### config.mk
export PLATFORM = sky130hd
export DESIGN_NAME = mul_nnbit_wallace_pipe
export DESIGN_NICKNAME = d
export VERILOG_FILES = /design/src/rtl/mul_nnbit_wallace_pipe.sv
export SDC_FILE = /design/constraint.sdc
export NUM_CORES = 1
export LEC_CHECK = 0
export ABC_AREA = 1
export BUFFER_PORTS_ARGS = -buffer_cell sky130_fd_sc_hd__buf_2
export CORE_MARGIN = 2
export CORE_UTILIZATION = 35
export CTS_CLUSTER_DIAMETER = 150
export DETAILED_ROUTE_END_ITERATION = 10
export MAX_ROUTING_LAYER = met4
export PLACE_DENSITY = 0.58
export SYNTH_ARGS = -nofsm -noshare
export SYNTH_HDL_FRONTEND = slang
export SYNTH_SLANG_ARGS = --single-unit
### constraint.sdc
create_clock -name i_clk -period 12.4 [get_ports i_clk]
set_input_delay 3.1 -clock i_clk [delete_from_list [all_inputs] [get_ports i_clk]]
set_output_delay 3.1 -clock i_clk [all_outputs]
set_load 0.1 [all_outputs]
### src/rtl/mul_nnbit_wallace_pipe.sv
`default_nettype none
// +----------------------------------------------------------------------------+
// | Module  : mul_nnbit_wallace_pipe                                           |
// | Purpose : Fully pipelined radix-4 Booth / Wallace-tree multiplier with a   |
// |           valid/ready handshake and per-operation signed/unsigned mode.    |
// |           One operation per cycle, exact 2W-bit product.                   |
// | Ports   : i_clk, i_rst_n (sync, active-low)                                |
// |           i_valid/o_ready      : input handshake                           |
// |           i_sign               : 1 = two's complement, 0 = unsigned        |
// |           i_num_x, i_num_y     : W-bit operands                            |
// |           o_valid/i_ready      : output handshake                          |
// |           o_res                : 2W-bit product                            |
// |           o_busy               : any pipeline stage holds an operation     |
// | Config  : MUL_NNBIT_WALLACE_PIPE_SPLIT_EN - when defined, the Wallace tree |
// |           is split by an extra register stage (latency 4 instead of 3).    |
// | Rev     : 1.0  initial release                                             |
// +----------------------------------------------------------------------------+
module mul_nnbit_wallace_pipe #(
  parameter int DATA_WIDTH = 16  // even, 4..64
) (
  input  logic                      i_clk,
  input  logic                      i_rst_n,
  input  logic                      i_valid,
  output logic                      o_ready,
  input  logic                      i_sign,
  input  logic [DATA_WIDTH-1:0]     i_num_x,
  input  logic [DATA_WIDTH-1:0]     i_num_y,
  output logic                      o_valid,
  input  logic                      i_ready,
  output logic [2*DATA_WIDTH-1:0]   o_res,
  output logic                      o_busy
);

  // Rows left after 'lvls' levels of 3:2 compression starting from 'r' rows.
  function automatic int rows_after(input int r, input int lvls);
    int c;
    c = r;
    for (int l = 0; l < lvls; l++) c = c - c / 3;
    return c;
  endfunction

  // Number of 3:2 levels needed to bring 'r' rows down to two.
  function automatic int levels_to_two(input int r);
    int c;
    int n;
    c = r;
    n = 0;
    while (c > 2) begin
      c = c - c / 3;
      n++;
    end
    return n;
  endfunction

  localparam int W        = DATA_WIDTH;
  localparam int PW       = 2 * W;
  localparam int NPP      = W / 2 + 1;       // Booth digits over the W+2 bit extension
  localparam int NROW     = NPP + 1;         // partial products plus the carry-in row
  localparam int NLVL     = levels_to_two(NROW);
  localparam int NLVL_A   = NLVL / 2;        // levels before the optional split register
  localparam int NROW_MID = rows_after(NROW, NLVL_A);

  typedef logic [NROW-1:0][PW-1:0] rows_t;

  // Row-parallel Wallace reduction: each level turns every group of three rows
  // into a sum row and a left-shifted carry row; leftover rows pass straight on.
  // Rows at or above the live count are kept at zero.
  function automatic rows_t compress(input rows_t in_rows, input int n_in, input int n_lvl);
    rows_t cur;
    rows_t nxt;
    int    cnt;
    int    grp;
    cur = in_rows;
    cnt = n_in;
    for (int l = 0; l < NLVL; l++) begin
      if (l < n_lvl) begin
        nxt = '0;
        grp = cnt / 3;
        for (int g = 0; g < NROW / 3; g++) begin
          if (g < grp) begin
            nxt[2*g]   = cur[3*g] ^ cur[3*g+1] ^ cur[3*g+2];
            nxt[2*g+1] = ((cur[3*g] & cur[3*g+1]) |
                          (cur[3*g] & cur[3*g+2]) |
                          (cur[3*g+1] & cur[3*g+2])) << 1;
          end
        end
        for (int j = 0; j < NROW; j++) begin
          if (j >= 3 * grp && j < cnt) nxt[j-grp] = cur[j];
        end
        cur = nxt;
        cnt = cnt - grp;
      end
    end
    return cur;
  endfunction

  // ---------------------------------------------------------------- state
  logic                     s1_vld_q, s1_vld_d;
  logic [NPP-1:0][PW-1:0]   pp_q, pp_d;
  logic [PW-1:0]            cin_q, cin_d;
`ifdef MUL_NNBIT_WALLACE_PIPE_SPLIT_EN
  logic                     mid_vld_q, mid_vld_d;
  rows_t                    mid_q, mid_d;
`endif
  logic                     s2_vld_q, s2_vld_d;
  logic [PW-1:0]            sum_q, sum_d;
  logic [PW-1:0]            carry_q, carry_d;
  logic                     out_vld_q, out_vld_d;
  logic [PW-1:0]            res_q, res_d;

  logic                     stall;
  logic [PW-1:0]            x_ext;
  logic [W+2:0]             y_ext;
  logic [2:0]               trip;
  logic                     neg, one, two;
  logic [PW-1:0]            mag;
  logic [NPP-1:0][PW-1:0]   pp_new;
  logic [PW-1:0]            cin_new;
  rows_t                    rows_s1;
  rows_t                    rows_fin;

  // A full output register that downstream refuses freezes every stage.
  assign stall   = out_vld_q & ~i_ready;
  assign o_ready = ~stall;
  assign o_valid = out_vld_q;
  assign o_res   = res_q;
`ifdef MUL_NNBIT_WALLACE_PIPE_SPLIT_EN
  assign o_busy  = s1_vld_q | mid_vld_q | s2_vld_q | out_vld_q;
`else
  assign o_busy  = s1_vld_q | s2_vld_q | out_vld_q;
`endif

  // ---------------------------------------------------------------- S1: Booth encode
  always_comb begin
    x_ext   = {{W{i_sign & i_num_x[W-1]}}, i_num_x};
    y_ext   = {{2{i_sign & i_num_y[W-1]}}, i_num_y, 1'b0};
    pp_new  = '0;
    cin_new = '0;
    trip    = '0;
    neg     = 1'b0;
    one     = 1'b0;
    two     = 1'b0;
    mag     = '0;
    for (int k = 0; k < NPP; k++) begin
      trip = y_ext[2*k +: 3];
      // digit = -2*b2 + b1 + b0; 000 and 111 both encode zero
      neg  = trip[2] & ~(trip[1] & trip[0]);
      one  = trip[1] ^ trip[0];
      two  = (trip[2] & ~trip[1] & ~trip[0]) | (~trip[2] & trip[1] & trip[0]);
      mag  = one ? x_ext : (two ? (x_ext << 1) : '0);
      // -m<<2k == (~m)<<2k + 2^2k, so the +1 lands at bit 2k of the carry-in row
      pp_new[k]      = (neg ? ~mag : mag) << (2 * k);
      cin_new[2*k]   = neg;
    end
  end

  // ---------------------------------------------------------------- S2: Wallace tree
  always_comb begin
    rows_s1 = '0;
    for (int k = 0; k < NPP; k++) rows_s1[k] = pp_q[k];
    rows_s1[NPP] = cin_q;
`ifdef MUL_NNBIT_WALLACE_PIPE_SPLIT_EN
    mid_d     = stall ? mid_q : compress(rows_s1, NROW, NLVL_A);
    mid_vld_d = stall ? mid_vld_q : s1_vld_q;
    rows_fin  = compress(mid_q, NROW_MID, NLVL - NLVL_A);
    s2_vld_d  = stall ? s2_vld_q : mid_vld_q;
`else
    rows_fin  = compress(rows_s1, NROW, NLVL);
    s2_vld_d  = stall ? s2_vld_q : s1_vld_q;
`endif
  end

  // ---------------------------------------------------------------- next-state
  always_comb begin
    s1_vld_d  = stall ? s1_vld_q : i_valid;
    pp_d      = stall ? pp_q     : pp_new;
    cin_d     = stall ? cin_q    : cin_new;
    sum_d     = stall ? sum_q    : rows_fin[0];
    carry_d   = stall ? carry_q  : rows_fin[1];
    out_vld_d = stall ? out_vld_q : s2_vld_q;
    // o_res keeps its last value when a bubble reaches the output stage
    res_d     = (!stall && s2_vld_q) ? (sum_q + carry_q) : res_q;
  end

  always_ff @(posedge i_clk) begin
    if (!i_rst_n) begin
      s1_vld_q  <= 1'b0;
`ifdef MUL_NNBIT_WALLACE_PIPE_SPLIT_EN
      mid_vld_q <= 1'b0;
`endif
      s2_vld_q  <= 1'b0;
      out_vld_q <= 1'b0;
      res_q     <= '0;
    end else begin
      s1_vld_q  <= s1_vld_d;
`ifdef MUL_NNBIT_WALLACE_PIPE_SPLIT_EN
      mid_vld_q <= mid_vld_d;
`endif
      s2_vld_q  <= s2_vld_d;
      out_vld_q <= out_vld_d;
      res_q     <= res_d;
    end
  end

  // Stage data is qualified by its valid bit, so it needs no reset.
  always_ff @(posedge i_clk) begin
    pp_q    <= pp_d;
    cin_q   <= cin_d;
`ifdef MUL_NNBIT_WALLACE_PIPE_SPLIT_EN
    mid_q   <= mid_d;
`endif
    sum_q   <= sum_d;
    carry_q <= carry_d;
  end

endmodule
`default_nettype wire

==> results.md <==
- FMAX: 128 MHz
- Nets: 2207
- Final core utilization: 39.1%
- CP peak stage delay: 530 ps
- Crit end category: primary output
- Hold slack final: 420 ps
- Pre-CTS setup slack: 4650 ps
- Post-layout min period: 7790 ps
- Hold path depth: 0
- CP required: 9300 ps
- Die width: 231 µm
- Global route overflow: 0
- TritonCTS clock tree: built
- Netlist cell types: 37
- Worst Path Arrival: 4690 ps
- Setup crit start kind: primary input
- Cells along the critical path: buf_2 -> nor2_1 -> inv_8 -> buf_2
- Worst Path Max Fanout: 121
- Hold Startpoint: pp_q[1]$_DFFE_PN_
- Maximum vdd drop: 105 µV
- Simple-gate portion of the synthesized area: 14.2%
- Full die area: 0.0535 mm²
- Final TNS setup: 0 ps
- Routability cong.: 0.898
- Post-synthesis average cell area: 9.42 µm²
- Yosys top cell area share: 38.0%
- Skew-Pair Late Insertion Delay: 590 ps
- RSZ-0062 raised after global routing: no
- Clock power share: 18.3%
- Critical path class: in2out
- Io pins: 72
- Clk buf depth: 3
- Adder-Cell Fraction of Synth Area: 20.7%
- Total track usage: 17.5%
- Pwr/cell area: 254 mW/mm²
- Critical-path top delay cell: nor2_1
- Most common cell after layout, fill and taps aside: nand2_1
- Net Switching: 2.08 mW
- Synthesized Nets: 2173
- Static Leak: 9.44 nW
- MaxCap Viol Count: 0
- Reg power frac: 28.9%
- Worst Reg2Reg Path Length in Cells: 10
- Largest net degree at the start of global routing: 122
- Combinational power share: 52.8%
- Routed Antenna Nets: 0
- Syn Std Cell Area: 0.0181 mm²
- Cells after synthesis: 1918
- Initial antenna violation count: 1
- Primary FF master, synth: edfxtp_1
- Internal: 3.00 mW
- Final worst setup slack: 4610 ps
- Crit path top cell by count: buf_2
- Via density: 4.65
- IO buf count: 71
- Synthesis warning total: 0
- Iter 0 DRT Violations: 1040
- Register area share after synthesis: 41.9%
- R2R Path Start: pp_q[30]$_DFFE_PN_
- Clock buffer count from CTS: 29
- Dpl hpwl: 33100 µm
- Xor-xnor portion of the synthesized cell area: 7.22%
- Layout area overhead: 10.8%
- DR WL/cell: 16.8 µm
- Yosys reg bits: 264
- First-pass GRT wire length: 70000 µm
- R2R Path End: sum_q[31]$_DFFE_PN_
- Part of the cycle the worst path needs: 62.8%
- Async SR Flop Fraction: 0%
- Clk Tree Root Cell: clkbuf_16
- Tot Pwr: 5.08 mW
- Placed instance area: 0.0190 mm²
- Hold worst-path end: sum_q[1]$_DFFE_PN_
- Setup bufs post-CTS: 0
- DP Cell Count: 2601
- Hold crit path type: reg2reg
- Final hold viol count: 0
- Status: completed
- Compound-gate portion of the synthesized area: 6.66%
- Core region area: 0.0512 mm²
- FF-to-FF setup slack: 8690 ps
- DRC Markers: 0
- Final setup viols: 0
- CP startpoint: i_ready
- Top cell type by total area after synthesis: edfxtp_1
- Sw frac: 41.0%
- Clock Skews: 22.3 ps
- Share of cells above drive strength 1: 8.20%
- Num rows: 83
- Hold_buf cts: 0
- Die height: 231 µm
- Mux cell area share after synthesis: 0%
- Design Area, Final: 0.0200 mm²
- Routed wire length: 44600 µm
- Initial Util: 35.3%
- Clk pin slew, worst setup/hold paths: 60 ps
- Fill count: 5022
- CTS sink count: 264
- H-tree depth: 1
- Main combinational cell family by area after synthesis: adder cells
- Post-cts resize count: 0
- Vias: 12300
- Drt pass-1 iters: 5
- Worst-Margin Slew: 1110 ps
- Max Slew Vio Count: 0
- EDFF count, synth: 229
- Fin cells: 2656
- Vias in the first global route: 12300
- Commonest cells after routing, fill and taps aside: nand2_1 (437), inv_1 (352), edfxtp_1 (229)
- Slew headroom: 25.8%
- Synth top area cells: edfxtp_1 (38%), fa_1 (15%), nand2_1 (9.1%), inv_1 (7.3%), xor2_1 (6.4%)
power groups by stage:
stage | registers [mW] | logic [mW] | clock network, mW
final | 1.47 | 2.68 | 0.927
after global routing | 1.49 | 3.19 | 0.980
after CTS | 1.47 | 2.74 | 0.946
after detailed placement | 1.49 | 2.72 | 0
after global placement | 1.49 | 2.66 | 0
after floorplan | 1.55 | 1.90 | 0
logic make-up after synthesis:
logic type               Yosys count
AO/OA/AOI/OAI                    215
adder cells (fa/ha/maj)          218
XOR/XNOR                         149
AND/OR/NAND/NOR                  635
buffers and inverters            436
other                              1
flip-flops                       264
metal layers:
metal,GRT usage [%],share of wire [%],vias up
met4,5.12,3.1,0
met1,24.0,47,5798
li1,-,-,6077
met5,-,0,-
met3,2.42,6.4,80
met2,27.0,44,393
critical path, delay by kind of cell:
kind / cells / cell delay, ps
buffers and inverters: 3 / 960
and+or+nand+nor: 1 / 530
sequential cells by signal, summed over array words and instances (netlist names):
register	count
pp_q	160
o_res	32
sum_q	32
carry_q	28
cin_q	9
o_valid	1
s1_vld_q	1
s2_vld_q	1
synth_stat cells, types with 14 or more instances:
cell,count
nand2_1,437
inv_1,353
edfxtp_1,229
o21ai_0,154
fa_1,135
xor2_1,132
nor2_1,110
ha_1,83
nand3_1,49
clkbuf_1,40
dfxtp_1,35
buf_2,29
a21oi_1,19
xnor2_1,17
a31oi_1,14
cell type report:
type	instances	area (µm²)	area share [%]
multi-input combinational	1218	8820	44.0
sequential	264	7580	37.8
inverter	365	1380	6.88
tap	680	851	4.25
clock buffer	33	751	3.75
timing repair buffer	74	378	1.89
clock inverter	21	274	1.37
antenna	1	2.50	0.0125
how the worst max path moves through the flow:
stage	end	slack [ps]	depth (start not counted)
after floorplan	o_ready	1100	2
after global placement	o_ready	4620	4
after detailed placement	o_ready	4650	4
after CTS	o_ready	4660	4
after global routing	o_ready	4510	4
final	o_ready	4610	4
Note: power is estimated with default switching activity, not from simulation.
